$ cat src/rtl/ram_clear_port.sv
// Single-port synchronous RAM that zero-fills itself after reset or a clear
// pulse, then serves pipelined reads and single-cycle writes.
module ram_clear_port #(
  parameter int DATA_W   = 16,
  parameter int ADDR_W   = 4,
  parameter int READ_LAT = 1
) (
  input  logic              clk,
  input  logic              rst,
  input  logic              clr,
  input  logic              req,
  input  logic              we,
  input  logic [ADDR_W-1:0] addr,
  input  logic [DATA_W-1:0] wdata,
  output logic              ready,
  output logic              rdata_valid,
  output logic [DATA_W-1:0] rdata
);

  localparam int DEPTH = 2 ** ADDR_W;
  localparam logic [ADDR_W-1:0] LAST_ADDR = ADDR_W'(DEPTH - 1);

  typedef enum logic {INIT, RUN} state_t;

  state_t            state;
  logic [ADDR_W-1:0] clr_cnt;
  logic [DATA_W-1:0] mem [DEPTH];
  logic [READ_LAT-1:0] pipe_vld;
  logic [DATA_W-1:0] pipe_data [READ_LAT];
  logic              accept;
  logic              rd_acc;
  logic              wr_acc;

  assign accept = req && ready && !clr;
  assign rd_acc = accept && !we;
  assign wr_acc = accept && we;

  // ready is asserted on the very edge that clears the last word
  always_ff @(posedge clk or posedge rst) begin
    if (rst) begin
      state   <= INIT;
      clr_cnt <= '0;
      ready   <= 1'b0;
    end else begin
      case (state)
        INIT: begin
          if (clr) begin
            clr_cnt <= '0;
          end else begin
            clr_cnt <= clr_cnt + 1'b1;
            if (clr_cnt == LAST_ADDR) begin
              state <= RUN;
              ready <= 1'b1;
            end
          end
        end
        RUN: begin
          if (clr) begin
            state   <= INIT;
            clr_cnt <= '0;
            ready   <= 1'b0;
          end
        end
        default: begin
          state   <= INIT;
          clr_cnt <= '0;
          ready   <= 1'b0;
        end
      endcase
    end
  end

  // Storage has no reset; the zero-fill pass owns the write port while in INIT
  always_ff @(posedge clk) begin
    if (state == INIT && !clr)
      mem[clr_cnt] <= '0;
    else if (wr_acc)
      mem[addr] <= wdata;
  end

  always_ff @(posedge clk or posedge rst) begin
    if (rst) begin
      pipe_vld <= '0;
      for (int i = 0; i < READ_LAT; i++)
        pipe_data[i] <= '0;
    end else if (clr) begin
      pipe_vld <= '0;
    end else begin
      pipe_vld[0] <= rd_acc;
      if (rd_acc)
        pipe_data[0] <= mem[addr];
      // data only advances behind a valid bit so the output stage holds its last read
      for (int i = 1; i < READ_LAT; i++) begin
        pipe_vld[i] <= pipe_vld[i-1];
        if (pipe_vld[i-1])
          pipe_data[i] <= pipe_data[i-1];
      end
    end
  end

  assign rdata_valid = pipe_vld[READ_LAT-1];
  assign rdata       = pipe_data[READ_LAT-1];

endmodule

$ cat config.mk
export PLATFORM = sky130hd
export DESIGN_NAME = ram_clear_port
export DESIGN_NICKNAME = d
export VERILOG_FILES = /design/src/rtl/ram_clear_port.sv
export SDC_FILE = /design/constraint.sdc
export NUM_CORES = 1
export LEC_CHECK = 0
export CORE_MARGIN = 2
export CORE_UTILIZATION = 32
export CTS_CLUSTER_SIZE = 8
export DETAILED_ROUTE_END_ITERATION = 8
export RECOVER_POWER = 50
export SYNTH_ARGS = -nofsm -noshare
export SYNTH_HDL_FRONTEND = slang
export SYNTH_SLANG_ARGS = --single-unit
$ cat constraint.sdc
create_clock -name clk -period 2.28 [get_ports clk]
set_input_delay 0.684 -clock clk [delete_from_list [all_inputs] [get_ports clk]]
set_output_delay 0.684 -clock clk [all_outputs]
set_load 0.05 [all_outputs]
==> out/metrics.cfg <==
[status]
status=finished with violations
violations=max-capacitance violations, max-slew violations

[global_route]
grt_pass1_vias=6380
grt_pass1_wl_um=40430
antenna_found_initial=3
overflow=0
gr-usage-all-layers=0.1532
grt_start_max_net_pins=24

[detailed_routing]
drc_errors=0
wirelength_um=26790
firstDrtPassIters=5
wire_per_inst_um=22.34
num_vias=6021
viasPerCell=5.022
drtIter0Drc=592
ant_nets=0

[yosys]
synth_cells=570
synth_cell_types=37
ys_seq_area_frac=0.7466
ys_ff_latch=279
syn_area_mm2=0.01107
syn_nets=596
syn_area_per_cell_um2=19.42
ys_warn_count=0

[clock_tree]
ctsHoldBuffers=0
clock_path_buffers=3
cts_tree=yes
numCtsBuffers=40
insertion_delay_ns=0.51
htree_num_levels=2
root_buffer=clkbuf_16
cts.clk_slew.worst_paths_ns=0.05
clkSinkCount=279

[floorplan]
rows=68
die_h_um=190.0
die_x_um=190.0
pin_count=43
core_area_mm2=0.03429
start_util=0.3228
die_area_mm2=0.03609

[placed_design]
dp_hpwl_um=17730
place_area_mm2=0.01327
port_buffers=42
placed_cells=1121
dp_slack_ns=-0.5769
routabilityCongestion=0.8010

[layout]
layout-drive-gt1-share=0.2728
fin_nets=738
fin_cells=1199
design_area_mm2=0.01429
n_antenna_cell=0
fin_util=0.4168
nFillCells=3017
syn_to_final_growth_pct=29.13

[sta]
period_minus_slack_ns=2.141
clock.fmax_mhz=467.0
relSlewSlack=-0.06141
setup_viol=0
min_period_over_period=0.9391
rsz0062_at_grt=false
setup_tns_ns=0
finalWorstSetupSlack_ns=0.1389
worst_hold_slack_ns=0.5080
worstMarginPinSlew_ns=1.592
slew_viol_final=24
clock_skew_ns=0.01060
hold_violations=0

[pwr]
vdd_drop_max_mv=0.4281
leakagePower_nw=5.143
p_total_mw=12.08
p_per_area_mw_per_mm2=845.4

[setup_path]
cp-start-kind=input pin
worstPathArrival_ns=2.52
critPathKind=in2reg
required_ns=2.66
end_kind=register
crit_path_max_fanout=10

[job]
cap_violations=1

[min_path]
hold_class=reg2reg

==> cell families after synthesis <==
kind of cell | synth area share
muxes | 0.1494
DFF | 0.7466
and+or+nand+nor | 0.03617
adders and majority gates | 0.001130
AOI/OAI and AO/OA | 0.04375
buffers and inverters | 0.02057
xor gates and xnor gates | 0.002374
==> layout by cell type (no fill, tap or decap), types with 18 or more instances in the layout <==
master and n:
a22oi_1 33, mux2i_1 37, mux4_1 21, mux4_2 25
buf_12 34, clkdlybuf4s50_1 19, edfxtp_1 256, buf_4 44
clkbuf_1 47, nand2_1 18, clkbuf_16 41, dfrtp_1 23
==> cells in the mapped netlist <==
master	number	area share
clkinv_1	1	0.00034
xor2_1	2	0.0016
nor3b_1	1	0.00068
o211ai_1	16	0.011
nor2b_1	3	0.0017
buf_6	7	0.0071
mux4_2	25	0.051
nor2_1	25	0.0085
mux2i_1	37	0.033
nand3_1	1	0.00045
and3_1	17	0.0096
buf_2	5	0.0023
a21oi_1	7	0.0032
edfxtp_1	256	0.69
nand2_1	18	0.0061
nand4b_1	1	0.00079
o22ai_1	1	0.00057
buf_4	3	0.0020
xnor2_1	1	0.00079
o21ai_0	4	0.0018
and4b_1	2	0.0018
a211oi_1	2	0.0014
mux4_1	21	0.050
mux2_2	15	0.015
and4_1	2	0.0016
a32oi_1	1	0.00079
inv_1	5	0.0017
and2_1	2	0.0011
nand2b_1	4	0.0023
buf_1	2	0.00068
ha_1	1	0.0011
a31oi_1	5	0.0028
clkbuf_1	19	0.0064
nor2_2	1	0.00057
nand4bb_1	1	0.0010
a22oi_1	33	0.022
dfrtp_1	23	0.052
==> registers in the layout, indices dropped and copies added, names as in the netlist <==
signal       count
state            1
rdata           16
rdata_valid      1
ready            1
clr_cnt          4
mem            256
==> cell type report <==
type | count | area (um2) | area share
flip-flops and latches | 279 | 8263 | 0.5781
multi-input cells | 249 | 2808 | 0.1964
repair buffers | 136 | 1470 | 0.1029
clock buffers | 72 | 1142 | 0.07993
well taps | 455 | 569.3 | 0.03983
inverters | 6 | 22.52 | 0.001576
clock inverters | 2 | 17.52 | 0.001226
==> power by group <==
group | total [mW] | internal, mW | switching (mW)
registers | 5.73 | 5.65 | 0.0782
clock network | 5.37 | 3.36 | 2.02
logic | 0.981 | 0.393 | 0.588
total | 12.1 | 9.40 | 2.68
==> worst max-delay path, cell delays in order <==
cell and delay, ns:
clkbuf_2 0.43, buf_12 0.22, mux4_1 0.56, mux2_2 0.32, a22oi_1 0.21, nand2_1 0.09
==> routing by layer <==
| metal | vias up | wire length, um | share of wire | track usage |
|---|---|---|---|---|
| met3 | 41 | 1549 | 0.058 | 0.02841 |
| li1 | 2647 | - | - | - |
| met5 | - | 0 | 0 | 0 |
| met1 | 3130 | 11930 | 0.45 | 0.2117 |
| met2 | 203 | 12750 | 0.48 | 0.2458 |
| met4 | 0 | 557 | 0.021 | 0.04860 |
==> final timing paths <==
kind	to	slack (ns)	start	depth (start not counted)
worst max-delay path	rdata[12]	0.14	addr[0]	6
worst min-delay path	rdata[9]	0.51	rdata[9]	2
worst max register to register	mem[0][6]	0.17	ready	7
worst min register to register	rdata[9]	0.51	rdata[9]	2
max in group asynchronous	rdata[13]	0.32	rst	3
min in group asynchronous	rdata[1]	1.03	rst	3
==> repair_timing <==
action / CTS / global route
gates cloned: 1 / 0
buffers inserted: 3 / 0
endpoints found under the setup margin: 67 / 47
pin swaps: 4 / 0
gates resized for setup: 7 / 3
Note: power is estimated with default switching activity, not from simulation.
